`config.mk`:
```
export PLATFORM = sky130hd
export DESIGN_NAME = fetch_issue_unit
export DESIGN_NICKNAME = d
export VERILOG_FILES = /design/src/rtl/fetch_issue_unit.sv
export SDC_FILE = /design/constraint.sdc
export NUM_CORES = 1
export LEC_CHECK = 0
export CORE_ASPECT_RATIO = 0.8
export CORE_MARGIN = 4
export CORE_UTILIZATION = 54
export CTS_BUF_LIST = sky130_fd_sc_hd__clkbuf_8
export DETAILED_ROUTE_END_ITERATION = 12
export PLACE_DENSITY = 0.95
export SETUP_SLACK_MARGIN = 0.2
export SLEW_MARGIN = 25
export SYNTH_ARGS = -nofsm -noshare
export SYNTH_HDL_FRONTEND = slang
export SYNTH_SLANG_ARGS = --single-unit
```
`constraint.sdc`:
```
create_clock -name clk -period 5.86 [get_ports clk]
set_input_delay 1.172 -clock clk [delete_from_list [all_inputs] [get_ports clk]]
set_output_delay 1.172 -clock clk [all_outputs]
set_load 0.03 [all_outputs]
```
`src/rtl/fetch_issue_unit.sv`:
```
// Fetch/issue stage: PC, async-read instruction memory, two-word (LDM/LDD/STD) assembly, registered issue slot.
// Optional macro RESET_VECTOR_FROM_MEM_EN: load the start PC from memory word 0 after reset.
module fetch_issue_unit #(
   parameter int                ADDR_W   = 20,
   parameter logic [ADDR_W-1:0] RESET_PC = '0
) (
   input  logic              clk,
   input  logic              rst_n,
   output logic [ADDR_W-1:0] im_addr,
   input  logic [15:0]       im_rdata,
   input  logic              stall,
   input  logic              flush,
   input  logic [ADDR_W-1:0] flush_target,
   output logic              out_valid,
   output logic [8:0]        out_opcode,
   output logic [2:0]        out_rsrc,
   output logic [2:0]        out_rdst,
   output logic [15:0]       out_imm,
   output logic [ADDR_W-1:0] out_pc_next
);

   typedef enum logic [1:0] {
      S_FETCH,
      S_IMM
`ifdef RESET_VECTOR_FROM_MEM_EN
      , S_VEC
`endif
   } state_t;

`ifdef RESET_VECTOR_FROM_MEM_EN
   localparam state_t RESET_STATE = S_VEC;
`else
   localparam state_t RESET_STATE = S_FETCH;
`endif

   localparam logic [8:0] OP_LDM = 9'b011_000010;
   localparam logic [8:0] OP_LDD = 9'b011_000011;
   localparam logic [8:0] OP_STD = 9'b011_000100;

   state_t            state, state_nx;
   logic [ADDR_W-1:0] pc, pc_nx, pc_inc;
   logic [8:0]        hold_op, hold_op_nx;
   logic [2:0]        hold_rs, hold_rs_nx, hold_rd, hold_rd_nx;
   logic              valid_nx;
   logic [8:0]        opcode_nx;
   logic [2:0]        rsrc_nx, rdst_nx;
   logic [15:0]       imm_nx;
   logic [ADDR_W-1:0] pc_next_nx;
   logic [8:0]        word_op;
   logic [2:0]        word_rs, word_rd;
   logic              word_two;
   logic              unused_bit0;

   assign word_op     = im_rdata[15:7];
   assign word_rs     = im_rdata[6:4];
   assign word_rd     = im_rdata[3:1];
   assign unused_bit0 = im_rdata[0];
   assign word_two    = (word_op == OP_LDM) || (word_op == OP_LDD) || (word_op == OP_STD);
   assign pc_inc      = pc + ADDR_W'(1);

   always_ff @(posedge clk or negedge rst_n) begin
      if (!rst_n) begin
         state       <= RESET_STATE;
         pc          <= RESET_PC;
         hold_op     <= '0;
         hold_rs     <= '0;
         hold_rd     <= '0;
         out_valid   <= 1'b0;
         out_opcode  <= '0;
         out_rsrc    <= '0;
         out_rdst    <= '0;
         out_imm     <= '0;
         out_pc_next <= '0;
      end else begin
         state       <= state_nx;
         pc          <= pc_nx;
         hold_op     <= hold_op_nx;
         hold_rs     <= hold_rs_nx;
         hold_rd     <= hold_rd_nx;
         out_valid   <= valid_nx;
         out_opcode  <= opcode_nx;
         out_rsrc    <= rsrc_nx;
         out_rdst    <= rdst_nx;
         out_imm     <= imm_nx;
         out_pc_next <= pc_next_nx;
      end
   end

   // Everything holds by default, which is exactly the stall behaviour.
   always_comb begin
      state_nx   = state;
      pc_nx      = pc;
      hold_op_nx = hold_op;
      hold_rs_nx = hold_rs;
      hold_rd_nx = hold_rd;
      valid_nx   = out_valid;
      opcode_nx  = out_opcode;
      rsrc_nx    = out_rsrc;
      rdst_nx    = out_rdst;
      imm_nx     = out_imm;
      pc_next_nx = out_pc_next;
      im_addr    = pc;
`ifdef RESET_VECTOR_FROM_MEM_EN
      if (state == S_VEC) begin
         im_addr = '0;
      end
`endif
      if (flush) begin
         pc_nx     = flush_target;
         state_nx  = S_FETCH;
         valid_nx  = 1'b0;
         opcode_nx = '0;
         imm_nx    = '0;
      end else begin
         case (state)
            S_FETCH: begin
               if (!stall) begin
                  pc_nx   = pc_inc;
                  rsrc_nx = word_rs;
                  rdst_nx = word_rd;
                  if (word_two) begin
                     hold_op_nx = word_op;
                     hold_rs_nx = word_rs;
                     hold_rd_nx = word_rd;
                     valid_nx   = 1'b0;
                     opcode_nx  = '0;
                     imm_nx     = '0;
                     state_nx   = S_IMM;
                  end else begin
                     valid_nx   = 1'b1;
                     opcode_nx  = word_op;
                     imm_nx     = '0;
                     pc_next_nx = pc_inc;
                  end
               end
            end
            S_IMM: begin
               if (!stall) begin
                  valid_nx   = 1'b1;
                  opcode_nx  = hold_op;
                  rsrc_nx    = hold_rs;
                  rdst_nx    = hold_rd;
                  imm_nx     = im_rdata;
                  pc_next_nx = pc_inc;
                  pc_nx      = pc_inc;
                  state_nx   = S_FETCH;
               end
            end
`ifdef RESET_VECTOR_FROM_MEM_EN
            // Stall is deliberately ignored while picking up the start vector.
            S_VEC: begin
               pc_nx     = ADDR_W'(im_rdata);
               valid_nx  = 1'b0;
               opcode_nx = '0;
               state_nx  = S_FETCH;
            end
`endif
            default: begin
               state_nx = S_FETCH;
            end
         endcase
      end
   end

endmodule
```
# [Word level (Yosys, flattened, before mapping)]
# Index checks and enable logic that the tools add are counted.
[classes] eq_ne=11 reduce_logical=13 n_bitwise=2 add_sub_neg=1 muxes=31
[ops] cell="20-bit 2-to-1 mux" n=5
[ops] cell="16-bit 2-to-1 mux" n=3
[ops] cell="20-bit one-hot mux with 2 select lines" n=1
[ops] cell="9-bit 2-to-1 mux" n=4
[ops] cell="16-bit one-hot mux with 2 select lines" n=1
[ops] cell="9-bit by 8-bit equality test with 1-bit output (second input constant)" n=3
[ops] cell="20-bit by 1-bit adder with 20-bit output (second input constant)" n=1
[ops] cell="9-bit one-hot mux with 2 select lines" n=1
[ops] cell="3-bit 2-to-1 mux" n=4
[ops] cell="3-bit one-hot mux with 2 select lines" n=2
[ops] cell="3-bit inequality test (second input constant)" n=3
[ops] cell="2-bit 2-to-1 mux" n=4
[ops] cell="4-bit AND reduction" n=2
[ops] cell="2-bit inequality test (second input constant)" n=3
[ops] cell="3-bit AND reduction" n=2
[ops] cell="5-bit AND reduction" n=1
[ops] cell="1-bit 2-to-1 mux" n=4
[ops] cell="2-bit one-hot mux with 2 select lines" n=1
[ops] cell="2-bit nonzero test" n=2
[ops] cell="3-bit nonzero test" n=1
[ops] cell="2-bit by 1-bit equality test with 1-bit output (second input constant)" n=1
[ops] cell="2-bit zero test" n=1
[ops] cell="1-bit logical OR" n=2
[ops] cell="2-bit by 1-bit inequality test with 1-bit output (second input constant)" n=1
[ops] cell="4 further kinds" n=5
[totals] regBits=89 wordCells=69 out_inout_bits=72

# [Logic depth before layout (Yosys ltp)]
[logic_depth] ltp_word=7 mapped_depth=6

# [Worst setup path after synthesis]
# OpenSTA, ideal clock, no wires.
[synth_path] path_kind="input -> register" startpoint="in im_rdata[15]" endpoint="reg out_pc_next[11]" path_stages=5 setup_ns=0.125 slack_ns=3.050 n_path_buf=1 arrival_time_ns=2.685 path_cell_list="nor4_1 o211ai_2 nand2_1 buf_4 mux2_2"
[synth_via] elab_chain_cells=5 word_cells_on_any_way=7 cone_classes="eq/ne: 4; reduce/logical: 3"
[synth_rtl] item="from (decl)" line="10" text="input logic [15:0] im_rdata,"
[synth_rtl] item="9-bit by 8-bit equality test with 1-bit output" line="58" text="assign word_two = (word_op == OP_LDM) || (word_op == OP_LDD) || (word_op == OP_STD);"
[synth_rtl] item="1-bit logical OR" line="58"
[synth_rtl] item="1-bit logical OR *" line="58"
[synth_rtl] item="2-bit inequality test (no source line) *"
[synth_rtl] item="5-bit AND reduction (no source line) *"
[synth_rtl] item="to (signal assigned)" line="85" text="out_pc_next <= pc_next_nx;"
[synth_rtl] item="to (decl)" line="19" text="output logic [ADDR_W-1:0] out_pc_next"
# Mark *: on every way between the ends. The rest lies on a longest branch, timed or not.
# A chain may end at the register's enable or synchronous reset.

# [Final worst setup path]
[layout_path] startpoint="in im_rdata[15]" endpoint="reg out_pc_next[12]"
# Same word-level chain as after synthesis.

==> results.py <==
metrics = {
    "synth": {
        "synth_seq_cells": 88,
        "seq_area_frac_synth_pct": 54.0,
        "synth.yosys.warnings": 0,
        "yosysTopAreaCell": "dfrtp_1",
        "avgSynthCellArea_um2": 10.8,
        "synth_cell_types": 47,
        "synth_cells": 376,
        "async_flop_share_pct": 100,
        "syn_nets": 417,
        "synth_top_area_share_pct": 54.0,
        "synth_area_leaders": "dfrtp_1 (54%), mux2_2 (6.1%), xnor2_1 (3.7%), a22o_1 (3.4%), o21ai_0 (3.4%)",
        "synth_edf_count": 0,
        "netlist_area_um2": 4080,
        "yosys_most_used_dff": "dfrtp_1",
    },
    "clock_network": {
        "root_buffer": "clkbuf_8",
        "clock_path_buffers": 2,
        "cts.repair.resized": 0,
        "clk_latency_ns": 0.36,
        "ctsHoldBuffers": 0,
        "cts_tree": "yes",
        "cts.sinks": 88,
        "cts_buffers": 9,
        "clk_pin_slew_worst_paths_ns": 0.08,
        "cts_max_level": 3,
        "post_cts_buffers": 0,
    },
    "floorplan": {
        "num_rows": 28,
        "fp.dieArea_um2": 9020,
        "core_area_um2": 7360,
        "die_x_um": 105,
        "die_y_um": 85.7,
        "num_io_pins": 112,
        "start_util_pct": 55.4,
    },
    "placement": {
        "gp_congestion": 0.854,
        "dp_hpwl_mm": 7.44,
        "dp.cells": 556,
        "port_buffers": 111,
    },
    "layout": {
        "n_fill_cell": 462,
        "final_nets": 518,
        "drive_gt1_share_pct": 9.75,
        "area.growth.synth_to_final_pct": 33.4,
        "ff_latch_area_um2": 2200,
        "instances_no_fill": 572,
        "multi_input_area_um2": 1740,
        "diodes": 0,
    },
    "job": {
        "maxCapViolCount": 0,
    },
    "sta": {
        "tightest_slew_ns": 0.925,
        "rsz0062_at_grt": "no",
        "post-route-period-util_pct": 61.7,
        "finalSetupTns_ns": 0,
        "setup_viol_count_final": 0,
        "finClkSkew_ns": 0.00713,
        "finalCriticalPeriod_ns": 3.62,
        "slew_headroom_pct": 38.3,
        "timing_hold_violations_final": 0,
        "final_max_slew_viol_count": 0,
        "fmax_mhz": 276,
    },
    "routing": {
        "wirelength_mm": 10.6,
        "vias": 3409,
        "drt_iter0_drc": 184,
        "wl_per_cell_um": 18.5,
        "via_per_inst": 5.96,
        "dr.pass1.iters": 4,
        "drc": 0,
        "ant_nets": 0,
    },
    "grt": {
        "grt.overflow.total": 0,
        "grt_use_total_pct": 23.8,
        "antenna_found_initial": 0,
        "grt_first_pass_wirelength_mm": 17.3,
        "grt_max_degree": 89,
        "grt_pass1_vias": 3501,
    },
    "worst_hold_path": {
        "hp-class": "flop to flop",
    },
    "worst_setup_path": {
        "cp_max_fo": 18,
        "crit_type": "input pin to flop",
        "critPathLaunchType": "input pin",
        "cp.arrival_ns": 3.86,
        "end_kind": "flop",
        "required_ns": 6.10,
    },
    "power_and_ir_drop": {
        "p_per_area_nw_per_um2": 282,
        "p_leak_nw": 2.33,
        "peakVddDrop_mv": 0.171,
    },
    "run_status": {
        "status": "complete, no violations",
    },
}
report_power, final:
part / switching [mW] / total (mW) / internal (mW) / leakage [nW]
clock: 0.219 / 0.460 / 0.241 / 0.110
combinational: 0.205 / 0.365 / 0.159 / 1.09
sequential: 0.0491 / 0.709 / 0.660 / 1.13
total: 0.474 / 1.53 / 1.06 / 2.33
cell families after synthesis:
| logic type | synth area share [%] |
|---|---|
| buffers and inverters | 3.44 |
| muxes | 9.02 |
| DFF | 54.0 |
| and+or+nand+nor | 14.4 |
| xor gates and xnor gates | 5.37 |
| AOI/OAI and AO/OA | 13.5 |
| adders and majority gates | 0.307 |
per-stage QoR:
stage                     hold WS (ns)  instance area (µm²)  util, %  power [mW]  setup slack [ns]
after floorplan                  0.435                 4080        -       0.904              3.05
after global placement           0.450                 5220     71.0        1.07              2.15
after detailed placement         0.456                 5220     71.0        1.08              1.93
after CTS                        0.480                 5440     74.0        1.54              2.30
after global routing             0.500                 5440     74.0        1.59              2.17
final                            0.480                 5440     74.0        1.53              2.24
registers in the layout, summed over array words and instances (netlist names):
name	flops
hold_op	9
hold_rd	3
hold_rs	3
im_addr	20
out_imm	16
out_opcode	9
out_pc_next	20
out_rdst	3
out_rsrc	3
out_valid	1
state	1
final timing paths:
kind	from	endpoint	slack, ns	cells after the start
worst max register to register	state[0]$_DFFE_PN0P_	out_pc_next[12]$_DFFE_PN0P_	3.26	4
min in group asynchronous	rst_n	im_addr[12]$_DFFE_PN0P_	0.84	1
max in group asynchronous	rst_n	im_addr[11]$_DFFE_PN0P_	4.45	1
worst min-delay path	hold_op[7]$_DFFE_PN0P_	hold_op[7]$_DFFE_PN0P_	0.48	1
worst max-delay path	im_rdata[15]	out_pc_next[12]$_DFFE_PN0P_	2.24	5
worst min register to register	hold_op[7]$_DFFE_PN0P_	hold_op[7]$_DFFE_PN0P_	0.48	1
placed cells by master, fill, tap and decap left out, types with 2 or more instances in the layout:
cell,instances
clkdlybuf4s50_1,110
dfrtp_1,88
nand2_1,36
o21ai_0,28
mux2_2,22
nor2_1,18
xnor2_1,17
a22o_1,16
mux2i_1,12
inv_1,10
clkbuf_8,9
nor2b_1,8
or4_1,8
nor4_1,8
xor2_1,8
a21oi_1,8
nand3_1,7
nor3_1,7
and2_1,5
a31oi_1,5
a22oi_1,5
or3_1,4
nand4_1,3
o211ai_1,3
o31ai_1,3
buf_4,3
nand2b_1,2
o21a_1,2
o311ai_0,2
a2bb2oi_1,2
clkinv_2,2
bufinv_16,2
area by class of cell:
| cell class | count | share of cell area (%) |
|---|---|---|
| flip-flops and latches | 88 | 40.5 |
| multi-input cells | 254 | 31.9 |
| repair buffers | 114 | 20.9 |
| clock buffers | 9 | 2.28 |
| well taps | 90 | 2.07 |
| clock inverters | 7 | 1.75 |
| inverters | 10 | 0.690 |
metal layers:
metal	vias up	routed length, µm	global-route usage [%]
met2	127	5200	38.4
met1	1691	4450	31.9
met5	-	0	0
li1	1554	-	-
met3	37	576	4.29
met4	0	379	10.4
worst max-delay path: stages:
cell and delay, ns:
clkdlybuf4s50_1 0.46, nor4_1 0.74, o211ai_2 0.37, nand2_1 0.70, mux2_2 0.42
synthesized netlist by cell type (3+ instances only):
library cell / number
dfrtp_1: 88
nand2_1: 36
o21ai_0: 28
mux2_2: 22
clkbuf_1: 18
nor2_1: 18
xnor2_1: 17
a22o_1: 16
mux2i_1: 12
inv_1: 10
a21oi_1: 8
nor2b_1: 8
nor4_1: 8
or4_1: 8
xor2_1: 8
nand3_1: 7
nor3_1: 7
a22oi_1: 5
a31oi_1: 5
and2_1: 5
or3_1: 4
buf_1: 3
nand4_1: 3
o211ai_1: 3
o31ai_1: 3
Power figures use the tool's default switching activity.
